`src/rtl/mips_ctrl_pkg.sv`:
```
// Shared definitions for the multicycle MIPS control unit: state codes,
// opcode/funct constants, ALU operation codes and the decoded opcode class.
package mips_ctrl_pkg;

  typedef logic [2:0] state_t;

  localparam state_t ST_FETCH  = 3'd0;
  localparam state_t ST_DECODE = 3'd1;
  localparam state_t ST_EXEC   = 3'd2;
  localparam state_t ST_MEM    = 3'd3;
  localparam state_t ST_WB     = 3'd4;
  localparam state_t ST_MDWAIT = 3'd5;

  localparam logic [5:0] OP_RTYPE = 6'b000000;
  localparam logic [5:0] OP_J     = 6'b000010;
  localparam logic [5:0] OP_BEQ   = 6'b000100;
  localparam logic [5:0] OP_BNE   = 6'b000101;
  localparam logic [5:0] OP_BLEZ  = 6'b000110;
  localparam logic [5:0] OP_BGTZ  = 6'b000111;
  localparam logic [5:0] OP_ADDI  = 6'b001000;
  localparam logic [5:0] OP_ADDIU = 6'b001001;
  localparam logic [5:0] OP_SLTI  = 6'b001010;
  localparam logic [5:0] OP_SLTIU = 6'b001011;
  localparam logic [5:0] OP_ANDI  = 6'b001100;
  localparam logic [5:0] OP_ORI   = 6'b001101;
  localparam logic [5:0] OP_XORI  = 6'b001110;
  localparam logic [5:0] OP_LW    = 6'b100011;
  localparam logic [5:0] OP_SW    = 6'b101011;

  localparam logic [5:0] FN_MULT  = 6'b011000;
  localparam logic [5:0] FN_DIVU  = 6'b011011;

  localparam logic [5:0] ALU_ADD  = 6'b100000;
  localparam logic [5:0] ALU_SUB  = 6'b100010;
  localparam logic [5:0] ALU_AND  = 6'b100100;
  localparam logic [5:0] ALU_OR   = 6'b100101;
  localparam logic [5:0] ALU_XOR  = 6'b100110;
  localparam logic [5:0] ALU_SLT  = 6'b101010;
  localparam logic [5:0] ALU_SLTU = 6'b101011;

  typedef enum logic [2:0] {
    CLS_ILLEGAL,
    CLS_RTYPE,
    CLS_IALU,
    CLS_LOAD,
    CLS_STORE,
    CLS_BRANCH,
    CLS_JUMP
  } op_class_t;

endpackage

```
`src/rtl/multicycle_controller_branch_cond.sv`:
```
// Branch condition evaluation: maps a branch opcode and the ALU flags of
// the rs-rt subtraction to a take-branch bit.
module branch_cond
  import mips_ctrl_pkg::*;
#(
  parameter int OP_W = 6
) (
  input  logic [OP_W-1:0] opcode,
  input  logic            zero,
  input  logic            neg,
  output logic            take
);

  always_comb begin
    take = 1'b0;
    if (opcode == OP_W'(OP_BEQ))       take = zero;
    else if (opcode == OP_W'(OP_BNE))  take = ~zero;
    else if (opcode == OP_W'(OP_BLEZ)) take = zero | neg;
    else if (opcode == OP_W'(OP_BGTZ)) take = ~zero & ~neg;
  end

endmodule

```
`src/rtl/multicycle_controller.sv`:
```
// Multicycle MIPS control FSM (fetch/decode/exec/mem/wb) with ready-handshake
// memory. Optional multiply/divide wait state is enabled by `define MULDIV_EN.
module multicycle_controller
  import mips_ctrl_pkg::*;
#(
  parameter int OP_W     = 6,
  parameter int FUNCT_W  = 6,
  parameter int ALUSEL_W = 6
) (
  input  logic                clk,
  input  logic                reset,
  input  logic [OP_W-1:0]     OPCode_in,
  input  logic [FUNCT_W-1:0]  ALUSelect_in,
  input  logic                Zero_in,
  input  logic                Neg_in,
  input  logic                MemReady_in,
  input  logic                MulDivDone_in,
  output logic                PCWrite,
  output logic                IRWrite,
  output logic                IorD,
  output logic                MemRead,
  output logic                MemWrite,
  output logic                MemtoReg,
  output logic                RegDst,
  output logic                RegWrite,
  output logic                ALUSrcA,
  output logic [1:0]          ALUSrcB,
  output logic [1:0]          PCSource,
  output logic [ALUSEL_W-1:0] ALUSelect_out,
  output logic                MulDivStart_out,
  output logic                Illegal_out
);

  state_t              state_q, state_d;
  op_class_t           cls;
  logic [ALUSEL_W-1:0] imm_alu;
  logic                is_muldiv;
  logic                take_branch;

  branch_cond #(.OP_W(OP_W)) u_branch_cond (
    .opcode (OPCode_in),
    .zero   (Zero_in),
    .neg    (Neg_in),
    .take   (take_branch)
  );

`ifndef MULDIV_EN
  logic unused_muldiv_done;
  assign unused_muldiv_done = MulDivDone_in;
`endif

  assign is_muldiv = (ALUSelect_in >= FUNCT_W'(FN_MULT)) &&
                     (ALUSelect_in <= FUNCT_W'(FN_DIVU));

  always_comb begin
    cls     = CLS_ILLEGAL;
    imm_alu = ALUSEL_W'(ALU_ADD);
    case (OPCode_in)
      OP_W'(OP_RTYPE): cls = CLS_RTYPE;
      OP_W'(OP_J):     cls = CLS_JUMP;
      OP_W'(OP_BEQ), OP_W'(OP_BNE), OP_W'(OP_BLEZ), OP_W'(OP_BGTZ):
                       cls = CLS_BRANCH;
      OP_W'(OP_ADDI), OP_W'(OP_ADDIU):
                       cls = CLS_IALU;
      OP_W'(OP_SLTI):  begin cls = CLS_IALU; imm_alu = ALUSEL_W'(ALU_SLT);  end
      OP_W'(OP_SLTIU): begin cls = CLS_IALU; imm_alu = ALUSEL_W'(ALU_SLTU); end
      OP_W'(OP_ANDI):  begin cls = CLS_IALU; imm_alu = ALUSEL_W'(ALU_AND);  end
      OP_W'(OP_ORI):   begin cls = CLS_IALU; imm_alu = ALUSEL_W'(ALU_OR);   end
      OP_W'(OP_XORI):  begin cls = CLS_IALU; imm_alu = ALUSEL_W'(ALU_XOR);  end
      OP_W'(OP_LW):    cls = CLS_LOAD;
      OP_W'(OP_SW):    cls = CLS_STORE;
      default:         cls = CLS_ILLEGAL;
    endcase
  end

  // All controls are gated off while reset is high so an aborted
  // instruction cannot write the register file or memory.
  always_comb begin
    state_d         = state_q;
    PCWrite         = 1'b0;
    IRWrite         = 1'b0;
    IorD            = 1'b0;
    MemRead         = 1'b0;
    MemWrite        = 1'b0;
    MemtoReg        = 1'b0;
    RegDst          = 1'b0;
    RegWrite        = 1'b0;
    ALUSrcA         = 1'b0;
    ALUSrcB         = 2'b00;
    PCSource        = 2'b00;
    ALUSelect_out   = '0;
    MulDivStart_out = 1'b0;
    Illegal_out     = 1'b0;
    if (!reset) begin
      case (state_q)
        ST_FETCH: begin
          MemRead       = 1'b1;
          ALUSrcB       = 2'b01;
          ALUSelect_out = ALUSEL_W'(ALU_ADD);
          if (MemReady_in) begin
            IRWrite = 1'b1;
            PCWrite = 1'b1;
            state_d = ST_DECODE;
          end
        end
        ST_DECODE: begin
          ALUSrcB       = 2'b11;
          ALUSelect_out = ALUSEL_W'(ALU_ADD);
          case (cls)
            CLS_JUMP: begin
              PCWrite  = 1'b1;
              PCSource = 2'b10;
              state_d  = ST_FETCH;
            end
            CLS_ILLEGAL: begin
              Illegal_out = 1'b1;
              state_d     = ST_FETCH;
            end
            default: state_d = ST_EXEC;
          endcase
        end
        ST_EXEC: begin
          case (cls)
            CLS_RTYPE: begin
              if (is_muldiv) begin
`ifdef MULDIV_EN
                MulDivStart_out = 1'b1;
                state_d         = ST_MDWAIT;
`else
                Illegal_out     = 1'b1;
                state_d         = ST_FETCH;
`endif
              end else begin
                ALUSrcA       = 1'b1;
                ALUSelect_out = (ALUSelect_in == '0) ? ALUSEL_W'(ALU_ADD)
                                                     : ALUSEL_W'(ALUSelect_in);
                state_d       = ST_WB;
              end
            end
            CLS_IALU: begin
              ALUSrcB       = 2'b10;
              ALUSelect_out = imm_alu;
              state_d       = ST_WB;
            end
            CLS_LOAD, CLS_STORE: begin
              ALUSrcB       = 2'b10;
              ALUSelect_out = ALUSEL_W'(ALU_ADD);
              state_d       = ST_MEM;
            end
            CLS_BRANCH: begin
              ALUSrcA       = 1'b1;
              ALUSelect_out = ALUSEL_W'(ALU_SUB);
              PCSource      = 2'b01;
              PCWrite       = take_branch;
              state_d       = ST_FETCH;
            end
            default: state_d = ST_FETCH;
          endcase
        end
        ST_MEM: begin
          IorD     = 1'b1;
          MemRead  = (cls == CLS_LOAD);
          MemWrite = (cls == CLS_STORE);
          if (MemReady_in) state_d = (cls == CLS_LOAD) ? ST_WB : ST_FETCH;
        end
        ST_WB: begin
          RegWrite = 1'b1;
          RegDst   = (cls == CLS_RTYPE);
          MemtoReg = (cls == CLS_LOAD);
          state_d  = ST_FETCH;
        end
`ifdef MULDIV_EN
        ST_MDWAIT: begin
          if (MulDivDone_in) state_d = ST_FETCH;
        end
`endif
        default: state_d = ST_FETCH;
      endcase
    end
  end

  always_ff @(posedge clk) begin
    if (reset) state_q <= ST_FETCH;
    else       state_q <= state_d;
  end

endmodule

```
`config.mk`:
```
export PLATFORM = sky130hd
export DESIGN_NAME = multicycle_controller
export DESIGN_NICKNAME = d
export VERILOG_FILES = /design/src/rtl/mips_ctrl_pkg.sv /design/src/rtl/multicycle_controller_branch_cond.sv /design/src/rtl/multicycle_controller.sv
export SDC_FILE = /design/constraint.sdc
export NUM_CORES = 1
export LEC_CHECK = 0
export ABC_AREA = 1
export CAP_MARGIN = 10
export CORE_MARGIN = 2
export CORE_UTILIZATION = 40
export CTS_BUF_LIST = sky130_fd_sc_hd__clkbuf_8
export DETAILED_ROUTE_END_ITERATION = 16
export PLACE_DENSITY_LB_ADDON = 0.12
export SYNTH_ARGS = -nofsm -noshare
export SYNTH_HDL_FRONTEND = slang
export SYNTH_SLANG_ARGS = --single-unit
```
`constraint.sdc`:
```
create_clock -name clk -period 1.9 [get_ports clk]
set_clock_uncertainty 0.15 [all_clocks]
set_input_delay 0.38 -clock clk [delete_from_list [all_inputs] [get_ports clk]]
set_output_delay 0.38 -clock clk [all_outputs]
set_load 0.01 [all_outputs]
```
==> impl_metrics.json, run 1 <==
{
  "post_place_cells": 226,
  "mappedNetlistNets": 150,
  "synth_most_common_cell": "sky130_fd_sc_hd__nand2_1",
  "h-tree-depth": 1,
  "synth_top_flop_cell": "sky130_fd_sc_hd__dfxtp_1",
  "std_cell_rows": 15,
  "placedInstanceArea_um2": 1380,
  "crit_endpoint": "ALUSelect_out[5]",
  "timing.repair.worst_endpoint_type": "output port",
  "netlist_top_cells_count": "23 x sky130_fd_sc_hd__nand2_1, 19 x sky130_fd_sc_hd__inv_1, 17 x sky130_fd_sc_hd__nor2_1, 13 x sky130_fd_sc_hd__a21oi_1, 13 x sky130_fd_sc_hd__nand3_1",
  "clock_sinks": 3,
  "design.portCount": 39,
  "synth.area.top_cells": "sky130_fd_sc_hd__nand2_1 12%, sky130_fd_sc_hd__inv_1 9.7%, sky130_fd_sc_hd__a21oi_1 8.9%",
  "ys_ff_latch": 3,
  "synth-warning-count": 0,
  "tritoncts_buffers": 3,
  "die_height_um": 46.9,
  "synthCells": 132,
  "initial_core_utilization_pct": 42.5,
  "outcome": "stopped before the end",
  "floorplan.die.width_um": 46.9,
  "grt_max_degree": 10,
  "synth_edf_count": 0,
  "hpwl_dp_um": 2240,
  "clock-root-buffer": "sky130_fd_sc_hd__clkbuf_8",
  "synth_top_area_share_pct": 11.8,
  "buffer_ports.inserted": 36,
  "syn-mean-instance-area_um2": 5.56,
  "flow.stopped_at": "5_1_grt",
  "flow.first_error": "[ERROR DPL-0038] Utilization greater than 100%, impossible to legalize",
  "syn_area_um2": 734,
  "cts-root-to-sink-buffers": 2,
  "post_synth_num_cell_types": 28,
  "yosysTopAreaCell": "sky130_fd_sc_hd__nand2_1",
  "place_congestion": 0.967,
  "share_of_flip_flops_with_an_asynchronous_set_or_reset_after_synthesis_pct": 0,
  "ys_seq_area_share_pct": 8.18
}
==> per-stage QoR <==
stage | hold WS [ns] | setup slack [ns] | setup TNS (ns)
4_1_cts | 0.557 | -0.174 | -0.994
3_5_place_dp | 0.517 | -0.994 | -15.95
3_3_place_gp | 0.507 | -0.914 | -14.83
2_1_floorplan | 0.379 | 0.129 | 0
==> cell families after synthesis <==
| kind of cell | Yosys count | synth area share (%) |
|---|---|---|
| AND/OR/NAND/NOR | 79 | 57.2 |
| flip-flops | 3 | 8.18 |
| AO/OA/AOI/OAI | 23 | 19.6 |
| XOR/XNOR | 1 | 1.19 |
| other | 1 | 0.511 |
| buffers and inverters | 25 | 13.3 |
==> what timing repair did <==
item,in CTS
pin swaps,25
resized for setup,161
setup endpoints to repair,20
buffers inserted,13
hold buffers,0
==> run 2: changes to the inputs <==
CORE_AREA = 2 2 63 65   (was not set)
CORE_MARGIN = not set   (was 2)
CORE_UTILIZATION = not set   (was 40)
CTS_BUF_LIST = not set   (was sky130_fd_sc_hd__clkbuf_8)
DIE_AREA = 0 0 65 67   (was not set)
PLACE_DENSITY_LB_ADDON = 0.15   (was 0.12)
==> run 2 against run 1 <==
Synthesized cell count unchanged. The flow now finishes, with violations (setup timing). Synthesized area stayed put.
==> impl_metrics.json, run 2 <==
{
  "synth_compound_area_share_pct": 19.6,
  "area_occupied_by_multi_input_gates_um2": 807,
  "detailedRoute.firstIterationViolations": 38,
  "setup-violations-final": 11,
  "drv.max_cap_violation_count": 0,
  "worst_ep_required_time_ns": 1.37,
  "place_congestion": 0.837,
  "antenna_left": 0,
  "design.portCount": 39,
  "synth_most_common_cell": "sky130_fd_sc_hd__nand2_1",
  "detail_route.wl_per_cell_um": 11.9,
  "rr_endpoint": "state_q[0]",
  "h-tree-depth": 1,
  "yosysTopAreaCell": "sky130_fd_sc_hd__nand2_1",
  "hold_path_depth": 2,
  "worstHoldEndpoint": "state_q[0]",
  "grt_overflow": 0,
  "ys_seq_area_share_pct": 8.18,
  "wirelength_routed_um": 3220,
  "top_register": "state_q",
  "yosys-mux-area-fraction_pct": 0,
  "number_of_antenna_violations_at_the_first_check_in_global_routing": 0,
  "r2r_slack_ns": 0.49,
  "dominant_combinational_cell_family_by_area_after_synthesis": "simple AND/OR/NAND/NOR gates",
  "design.core.area_um2": 3610,
  "detail_route.vias_per_cell": 4.42,
  "tritoncts_buffers": 3,
  "n_antenna_cell": 0,
  "clock_sinks": 3,
  "num-fill-cells": 367,
  "grt_pass1_vias": 1184,
  "mappedNetlistNets": 150,
  "worstRegToRegCells": 8,
  "post-route-worst-setup-slack_ns": -0.125,
  "power_density_nw_per_um2": 286,
  "timing.rr.start": "state_q[0]",
  "syn_area_um2": 734,
  "share_of_flip_flops_with_an_asynchronous_set_or_reset_after_synthesis_pct": 0,
  "outcome": "finished with violations",
  "layout.cells.most_common": "sky130_fd_sc_hd__buf_4",
  "synth-warning-count": 0,
  "syn-mean-instance-area_um2": 5.56,
  "cts.reportedPaths.clkPinSlew_ns": 0.03,
  "placedInstanceArea_um2": 1430,
  "netlist_top_cells_count": "23 x sky130_fd_sc_hd__nand2_1, 19 x sky130_fd_sc_hd__inv_1, 17 x sky130_fd_sc_hd__nor2_1, 13 x sky130_fd_sc_hd__a21oi_1, 13 x sky130_fd_sc_hd__nand3_1",
  "leakage_nw": 0.892,
  "nNetsFinal": 242,
  "postCtsHoldBufs": 0,
  "max-vdd-ir-drop_v": 0.000244,
  "ys_ff_latch": 3,
  "floorplan.die.width_um": 65,
  "layout.cells.non_filler": 271,
  "std_cell_rows": 22,
  "global_route_wire_length_before_repair_um": 5310,
  "synthToLayoutAreaGrowth_pct": 142,
  "synthXorXnorAreaFrac_pct": 1.19,
  "min_path_type": "register to register",
  "yosys.area_share.adder_pct": 0,
  "synth_edf_count": 0,
  "placement.setup.worst_slack_ns": -0.981,
  "final_layout_size_suffix_gt1_share_pct": 63.7,
  "postLayoutCellArea_um2": 1780,
  "synth_top_area_share_pct": 11.8,
  "violated_checks": "setup timing",
  "grtUsageTotal_pct": 15.2,
  "initial_core_utilization_pct": 20.4,
  "clk_latency_ns": 0.21,
  "synth_top_flop_cell": "sky130_fd_sc_hd__dfxtp_1",
  "final_hold_viol_count": 0,
  "final-seq-area_um2": 62.6,
  "p_total_w": 0.000509,
  "critical_path_arrival_ns": 1.49,
  "synth.area.top_cells": "sky130_fd_sc_hd__nand2_1 12%, sky130_fd_sc_hd__inv_1 9.7%, sky130_fd_sc_hd__a21oi_1 8.9%",
  "timing_worst_setup_path_type": "input pin to primary output",
  "post_place_cells": 252,
  "final_min_period_over_clock_period_pct": 107,
  "grt_setup_unrepaired": "yes",
  "tritoncts": "built",
  "basic_gate_share_of_the_synthesized_area_counting_and_or_nand_and_nor_cells_pct": 57.2,
  "critical_path.max_fanout": 4,
  "final_critical_period_ns": 2.02,
  "hold_path.startpoint": "state_q[1]",
  "crit_path_end_kind": "primary output",
  "synthCells": 132,
  "worst_setup_path_startpoint": "OPCode_in[4]",
  "top_regs": "state_q: 3 flops",
  "cts-root-to-sink-buffers": 2,
  "detailroute.via_count": 1198,
  "cp-start-kind": "input pin",
  "dr.pass1.iters": 4,
  "route.detailed.drc": 0,
  "buffer_ports.inserted": 36,
  "layout_common_cells": "43 x sky130_fd_sc_hd__buf_4, 17 x sky130_fd_sc_hd__nand2_1, 17 x sky130_fd_sc_hd__buf_2",
  "drv_slew": 0,
  "maximum_frequency_from_static_timing_analysis_mhz": 494,
  "post_synth_num_cell_types": 28,
  "clock-root-buffer": "sky130_fd_sc_hd__clkbuf_8",
  "grt_max_degree": 7,
  "largest_reg_flops": 3,
  "die_height_um": 67,
  "hpwl_dp_um": 2360,
  "total_die_area_um2": 4360
}
run 2: cell counts after synthesis:
No cell type changed its count.
run 2: through the flow:
stage / setup TNS (ns) / hold WS [ns] / util [%]
6_report: -0.753 / 0.499 / 49.2
5_1_grt: -1.57 / 0.514 / 49.2
4_1_cts: -0.846 / 0.459 / 44.7
3_5_place_dp: -15.94 / 0.490 / 39.6
3_3_place_gp: -15.56 / 0.481 / 39.6
2_1_floorplan: 0 / 0.379 / -
run 2: power breakdown:
group / switching [W] / leakage (nW) / internal (W) / total (W)
clock: 0.0000423 / 0.0228 / 0.000143 / 0.000185
combinational: 0.000129 / 0.844 / 0.000125 / 0.000254
sequential: 0.00000299 / 0.0255 / 0.0000663 / 0.0000692
run 2: layout make-up:
type                            instances  area share (%)
Multi-Input combinational cell        104            45.5
Tap cell                               48            3.38
Inverter                               23            5.21
Timing Repair Buffer                   89            39.9
Clock buffer                            4            2.54
Sequential cell                         3            3.52
run 2: logic make-up (layout without fill, tap and decap cells):
| family | count (synthesis) | in the layout |
|---|---|---|
| and+or+nand+nor | 79 | 79 |
| buffers and inverters | 25 | 116 |
| AOI/OAI and AO/OA | 23 | 23 |
| DFF | 3 | 3 |
| other | 1 | 1 |
| xor gates and xnor gates | 1 | 1 |
run 2: timing repair:
action,4_1_cts,5_1_grt
setup endpoints to repair,20,19
pin swaps,26,20
buffers inserted,9,6
gates resized for setup,159,31
run 2: how the worst max path moves through the flow:
| stage | endpoint | slack (ns) | cells past startpoint |
|---|---|---|---|
| global route | ALUSelect_out[1] | -0.21 | 8 |
| CTS | ALUSelect_out[1] | -0.15 | 10 |
| global placement | ALUSelect_out[5] | -0.97 | 10 |
| floorplan | ALUSelect_out[0] | 0.13 | 6 |
| finish | ALUSelect_out[0] | -0.12 | 10 |
| detailed placement | ALUSelect_out[5] | -0.98 | 10 |
run 2: worst max-delay path: stages:
cell and delay, ns:
sky130_fd_sc_hd__buf_6 0.10, sky130_fd_sc_hd__nor2_4 0.21, sky130_fd_sc_hd__buf_6 0.15, sky130_fd_sc_hd__nand3_4 0.07
sky130_fd_sc_hd__nand2_4 0.09, sky130_fd_sc_hd__nor2_4 0.05, sky130_fd_sc_hd__o21bai_4 0.15, sky130_fd_sc_hd__nand2_4 0.08
sky130_fd_sc_hd__nor2_2 0.09, sky130_fd_sc_hd__buf_2 0.13
run 2: per-layer routing:
metal | part of all wire, % | wire length [um] | track usage, %
met1 | 43 | 1370 | 19.0
met2 | 54 | 1730 | 28.2
met3 | 3.5 | 113 | 1.86
met4 | 0 | 0 | 2.13
met5 | 0 | 0 | 0
Power figures use the tool's default switching activity.
==> run 3: changes to the inputs <==
clock period = 2.2 ns   (was 1.9 ns; I/O delays follow)
==> run 3 against run 2 <==
The run now ends clean. Worst hold slack lost 0.0033 ns. Non-clock buffer count shrank 10. Critical path type unchanged. Critical path depth is the same. Die area is the same. Largest power group unchanged. Via count shrank 3.5%. Critical endpoint is now ALUSelect_out[1]. Count of clock-buffer cells in the layout is the same. Cell area shrank 9.5%. Wire length shrank 6.7%. Combinational power shrank 24%. Power shrank 19%. Cell count shrank 3.7%.
==> impl_metrics.json, run 3 (synthesis results as in run 2) <==
{
  "worst_ep_required_time_ns": 1.61,
  "floorplan.die.width_um": 65,
  "buffer_ports.inserted": 36,
  "leakage_nw": 0.863,
  "power_density_nw_per_um2": 257,
  "n_antenna_cell": 0,
  "grt_pass1_vias": 1106,
  "global_routing_met1_resource_utilization_pct": 18.2,
  "detailroute.via_count": 1156,
  "cts-root-to-sink-buffers": 2,
  "outcome": "finished, final reports clean",
  "initial_core_utilization_pct": 20.4,
  "drv_slew": 0,
  "fin_setup_tns_ns": 0,
  "busiest_layer": "met2",
  "place_congestion": 0.862,
  "detailedRoute.firstIterationViolations": 23,
  "max-vdd-ir-drop_v": 0.000163,
  "groute.layer.met2.usage_pct": 25.9,
  "die_height_um": 67,
  "grtUsageTotal_pct": 14.0,
  "grtUsageMet3_pct": 0.845,
  "number_of_antenna_violations_at_the_first_check_in_global_routing": 0,
  "total_die_area_um2": 4360,
  "critical_path.max_fanout": 4,
  "tritoncts_buffers": 3,
  "fin_util_pct": 44.6,
  "critical_path_arrival_ns": 1.56,
  "route.detailed.drc": 0,
  "maximum_frequency_from_static_timing_analysis_mhz": 465,
  "tritoncts": "built",
  "synthToLayoutAreaGrowth_pct": 119,
  "grt_overflow": 0,
  "clock_sinks": 3,
  "final_layout_size_suffix_gt1_share_pct": 51.6,
  "timing_worst_setup_path_type": "input pin to primary output",
  "design.portCount": 39,
  "final_min_period_over_clock_period_pct": 97.7,
  "std_cell_rows": 22,
  "layout_common_cells": "41 x sky130_fd_sc_hd__buf_4, 21 x sky130_fd_sc_hd__nand2_1, 16 x sky130_fd_sc_hd__inv_1",
  "setup-violations-final": 0,
  "drv.max_cap_violation_count": 0,
  "grt_max_degree": 7,
  "nNetsFinal": 232,
  "final_hold_viol_count": 0,
  "grt_setup_unrepaired": "yes",
  "clock-root-buffer": "sky130_fd_sc_hd__clkbuf_8",
  "wirelength_routed_um": 3000,
  "cts.reportedPaths.clkPinSlew_ns": 0.03,
  "cp-start-kind": "input pin",
  "worst_setup_path_startpoint": "OPCode_in[4]",
  "hold_path.startpoint": "state_q[1]",
  "p_total_w": 0.000413,
  "min_path_type": "register to register",
  "antenna_left": 0,
  "post-route-worst-setup-slack_ns": 0.0512,
  "timing.rr.start": "state_q[0]",
  "top_regs": "state_q: 3 flops",
  "clk_latency_ns": 0.22,
  "global_route_wire_length_before_repair_um": 4940,
  "postCtsHoldBufs": 0,
  "top_register": "state_q",
  "dr.pass1.iters": 4,
  "layout.cells.most_common": "sky130_fd_sc_hd__buf_4",
  "largest_reg_flops": 3,
  "h-tree-depth": 1,
  "design.core.area_um2": 3610,
  "hpwl_dp_um": 2370,
  "detail_route.wl_per_cell_um": 11.5,
  "crit_path_end_kind": "primary output",
  "final_critical_period_ns": 2.15,
  "r2r_slack_ns": 0.72,
  "placement.setup.worst_slack_ns": -0.824,
  "detail_route.vias_per_cell": 4.43
}
==> run 3: final timing paths <==
| kind | endpoint | cells after the start |
|---|---|---|
| max reg2reg | state_q[0] | 8 |
| min reg2reg | state_q[0] | 2 |
| min | state_q[0] | 2 |
| max | ALUSelect_out[1] | 10 |
==> run 3: cell type report <==
type	count	area, um2
Fill cell	380	2000
Multi-Input combinational cell	104	721
Timing Repair Buffer	79	632
Inverter	23	88.8
Sequential cell	3	60.1
Tap cell	48	60.1
Clock buffer	4	45.0
==> run 3: critical path, stage by stage <==
cell	delay (ns)
sky130_fd_sc_hd__buf_6	0.10
sky130_fd_sc_hd__nor2_4	0.20
sky130_fd_sc_hd__buf_6	0.15
sky130_fd_sc_hd__nand3_4	0.07
sky130_fd_sc_hd__nand2_4	0.09
sky130_fd_sc_hd__nor2_4	0.05
sky130_fd_sc_hd__o21bai_4	0.15
sky130_fd_sc_hd__nand2_4	0.08
sky130_fd_sc_hd__nor2_2	0.10
sky130_fd_sc_hd__buf_2	0.13
==> run 3: metal layers <==
layer	wire length (um)	up-vias
li1	-	587
met1	1300	545
met2	1570	24
met3	124	0
met4	0	0
met5	0	-
==> run 3: through the flow <==
step | instance area, um2 | instances | hold slack [ns]
2_1_floorplan | 734 | 132 | 0.379
3_5_place_dp | 1400 | 248 | 0.487
4_1_cts | 1520 | 259 | 0.497
3_3_place_gp | 1400 | 248 | 0.481
6_report | 1610 | 261 | 0.496
5_1_grt | 1610 | 261 | 0.533
==> run 3: power breakdown <==
part | internal, W | switching (W)
clock network | 0.000124 | 0.0000363
logic | 0.0000944 | 0.0000996
registers | 0.0000571 | 0.00000214
total | 0.000275 | 0.000138
==> run 3: timing repair <==
item	in CTS	in global routing
setup endpoints to repair	20	15
buffers inserted	7	2
pin swaps	14	17
gates resized for setup	103	33
hold endpoints to repair	0	0
==> run 4: changes to the inputs <==
CELL_PAD_IN_SITES_DETAIL_PLACEMENT = 1   (was not set)
CELL_PAD_IN_SITES_GLOBAL_PLACEMENT = 2   (was not set)
CORE_AREA = not set   (was 2 2 63 65)
CORE_MARGIN = 2   (was not set)
CORE_UTILIZATION = 18   (was not set)
DIE_AREA = not set   (was 0 0 65 67)
==> run 4 against run 3 <==
The flow now finishes with violations (setup timing). Sequential power decreased by 0.8%. Cell count increased by 3.8%. First-iteration DRC count decreased by 13%. Flip-flop and latch count unchanged. Global-route usage increased by 2.0 points. Worst setup slack got worse by 0.054 ns. Register-to-register slack got worse by 0.04 ns. Worst hold slack improved by 0.055 ns. Via count increased by 2.1%.
==> impl_metrics.json, run 4 (synthesis results as in run 2) <==
{
  "timing.rr.start": "state_q[1]",
  "worstHoldEndpoint": "state_q[0]",
  "buffer_ports.inserted": 36,
  "critical_path.max_fanout": 6,
  "timing_worst_setup_path_type": "input pin to primary output",
  "final_hold_viol_count": 0,
  "outcome": "finished with violations",
  "global_route_wire_length_before_repair_um": 5720,
  "hold_path_depth": 3,
  "layout.cells.most_common": "sky130_fd_sc_hd__buf_4",
  "detail_route.vias_per_cell": 4.35,
  "setup-violations-final": 1,
  "critical_path_arrival_ns": 1.61,
  "drv.max_cap_violation_count": 0,
  "final_critical_period_ns": 2.20,
  "fin_setup_tns_ns": -0.00265,
  "post-route-worst-setup-slack_ns": -0.00265,
  "clock_sinks": 3,
  "grtUsageTotal_pct": 16.0,
  "tritoncts": "built",
  "hpwl_dp_um": 2650,
  "n_antenna_cell": 0,
  "std_cell_rows": 23,
  "grt_overflow": 0,
  "floorplan.die.width_um": 67.9,
  "final-seq-area_um2": 60.1,
  "design.core.area_um2": 3970,
  "cts.reportedPaths.clkPinSlew_ns": 0.03,
  "die_height_um": 67.9,
  "area_occupied_by_multi_input_gates_um2": 729,
  "hold_path.startpoint": "state_q[0]",
  "power_density_nw_per_um2": 257,
  "top_regs": "state_q: 3 flops",
  "fin_util_pct": 41.7,
  "placement.setup.worst_slack_ns": -0.844,
  "nNetsFinal": 240,
  "clk_latency_ns": 0.21,
  "grt_setup_unrepaired": "yes",
  "total_die_area_um2": 4610,
  "max-vdd-ir-drop_v": 0.000107,
  "maximum_frequency_from_static_timing_analysis_mhz": 454,
  "detailroute.via_count": 1180,
  "grt_max_degree": 10,
  "cp-start-kind": "input pin",
  "number_of_antenna_violations_at_the_first_check_in_global_routing": 0,
  "p_total_w": 0.000426,
  "largest_reg_flops": 3,
  "grt_pass1_vias": 1253,
  "dr.pass1.iters": 3,
  "violated_checks": "setup timing",
  "synthToLayoutAreaGrowth_pct": 126,
  "initial_core_utilization_pct": 18.5,
  "h-tree-depth": 1,
  "antenna_left": 0,
  "postCtsHoldBufs": 0,
  "num-fill-cells": 519,
  "top_register": "state_q",
  "detailedRoute.firstIterationViolations": 20,
  "worstRegToRegCells": 8,
  "place_congestion": 0.806,
  "route.detailed.drc": 0,
  "clock-root-buffer": "sky130_fd_sc_hd__clkbuf_8",
  "worst_ep_required_time_ns": 1.61,
  "min_path_type": "register to register",
  "tritoncts_buffers": 3,
  "crit_path_end_kind": "primary output",
  "leakage_nw": 0.850,
  "rr_endpoint": "state_q[0]",
  "final_min_period_over_clock_period_pct": 100,
  "detail_route.wl_per_cell_um": 13.1,
  "cts-root-to-sink-buffers": 2,
  "wirelength_routed_um": 3550,
  "final_layout_size_suffix_gt1_share_pct": 54.8,
  "r2r_slack_ns": 0.68,
  "layout_common_cells": "46 x sky130_fd_sc_hd__buf_4, 21 x sky130_fd_sc_hd__nand2_1, 15 x sky130_fd_sc_hd__inv_1",
  "design.portCount": 39,
  "drv_slew": 0
}
-- run 4: cell types whose count changed in the layout (fill, tap and decap cells not counted), moves of 2 or more --
cell and delta:
sky130_fd_sc_hd__nand3_2 +3, sky130_fd_sc_hd__nand3_1 -2, sky130_fd_sc_hd__inv_2 +2, sky130_fd_sc_hd__clkdlybuf4s50_1 +2, sky130_fd_sc_hd__dlygate4sd2_1 +5, sky130_fd_sc_hd__buf_4 +5
sky130_fd_sc_hd__dlymetal6s2s_1 -7
-- run 4: worst max path at each step --
stage          depth (start not counted)  slack, ns          endpoint         start
3_3_place_gp                           9      -0.79  ALUSelect_out[3]  OPCode_in[2]
2_1_floorplan                          6       0.31  ALUSelect_out[0]  OPCode_in[4]
5_1_grt                                9       -0.1  ALUSelect_out[0]  OPCode_in[4]
3_5_place_dp                           9      -0.84  ALUSelect_out[3]  OPCode_in[2]
6_report                               9     -0.003  ALUSelect_out[5]  OPCode_in[4]
4_1_cts                               11      -0.01  ALUSelect_out[1]  OPCode_in[5]
-- run 4: timing repair --
action,in CTS,in global routing
cloned,0,0
pin swaps,21,6
buffers inserted,13,1
gates resized for setup,112,20
setup endpoints to repair,20,15
-- run 4: worst max-delay path, cell delays in order --
cell	delay (ns)
sky130_fd_sc_hd__buf_6	0.10
sky130_fd_sc_hd__nor2_4	0.23
sky130_fd_sc_hd__nand3_4	0.14
sky130_fd_sc_hd__a21oi_4	0.17
sky130_fd_sc_hd__buf_4	0.12
sky130_fd_sc_hd__o21bai_4	0.12
sky130_fd_sc_hd__nand3_2	0.09
sky130_fd_sc_hd__nand2_1	0.07
sky130_fd_sc_hd__buf_2	0.13
-- run 4: layout make-up --
| cell class | instances | area share [%] |
|---|---|---|
| multi-input combinational | 104 | 44.0 |
| timing repair buffer | 87 | 40.6 |
| inverter | 23 | 5.21 |
| tap | 50 | 3.78 |
| sequential | 3 | 3.63 |
| clock buffer | 4 | 2.72 |
-- run 4: metal layers --
layer	vias up	wire length [um]	global-route usage, %
met4	0	19	3.75
met3	2	115	1.48
li1	604	-	-
met5	-	0	0
met1	553	1560	19.9
met2	21	1860	29.5
-- run 4: metrics by stage --
step	area (um2)	hold slack [ns]	cells
6_report	1660	0.551	271
5_1_grt	1660	0.600	271
4_1_cts	1610	0.537	270
3_5_place_dp	1430	0.533	254
3_3_place_gp	1430	0.530	254
2_1_floorplan	734	0.379	132
-- run 4: report_power, final --
part	switching [W]	total [W]	internal, W
Sequential	0.00000163	0.0000588	0.0000571
Combinational	0.000109	0.000209	0.000101
Clock	0.0000345	0.000158	0.000123
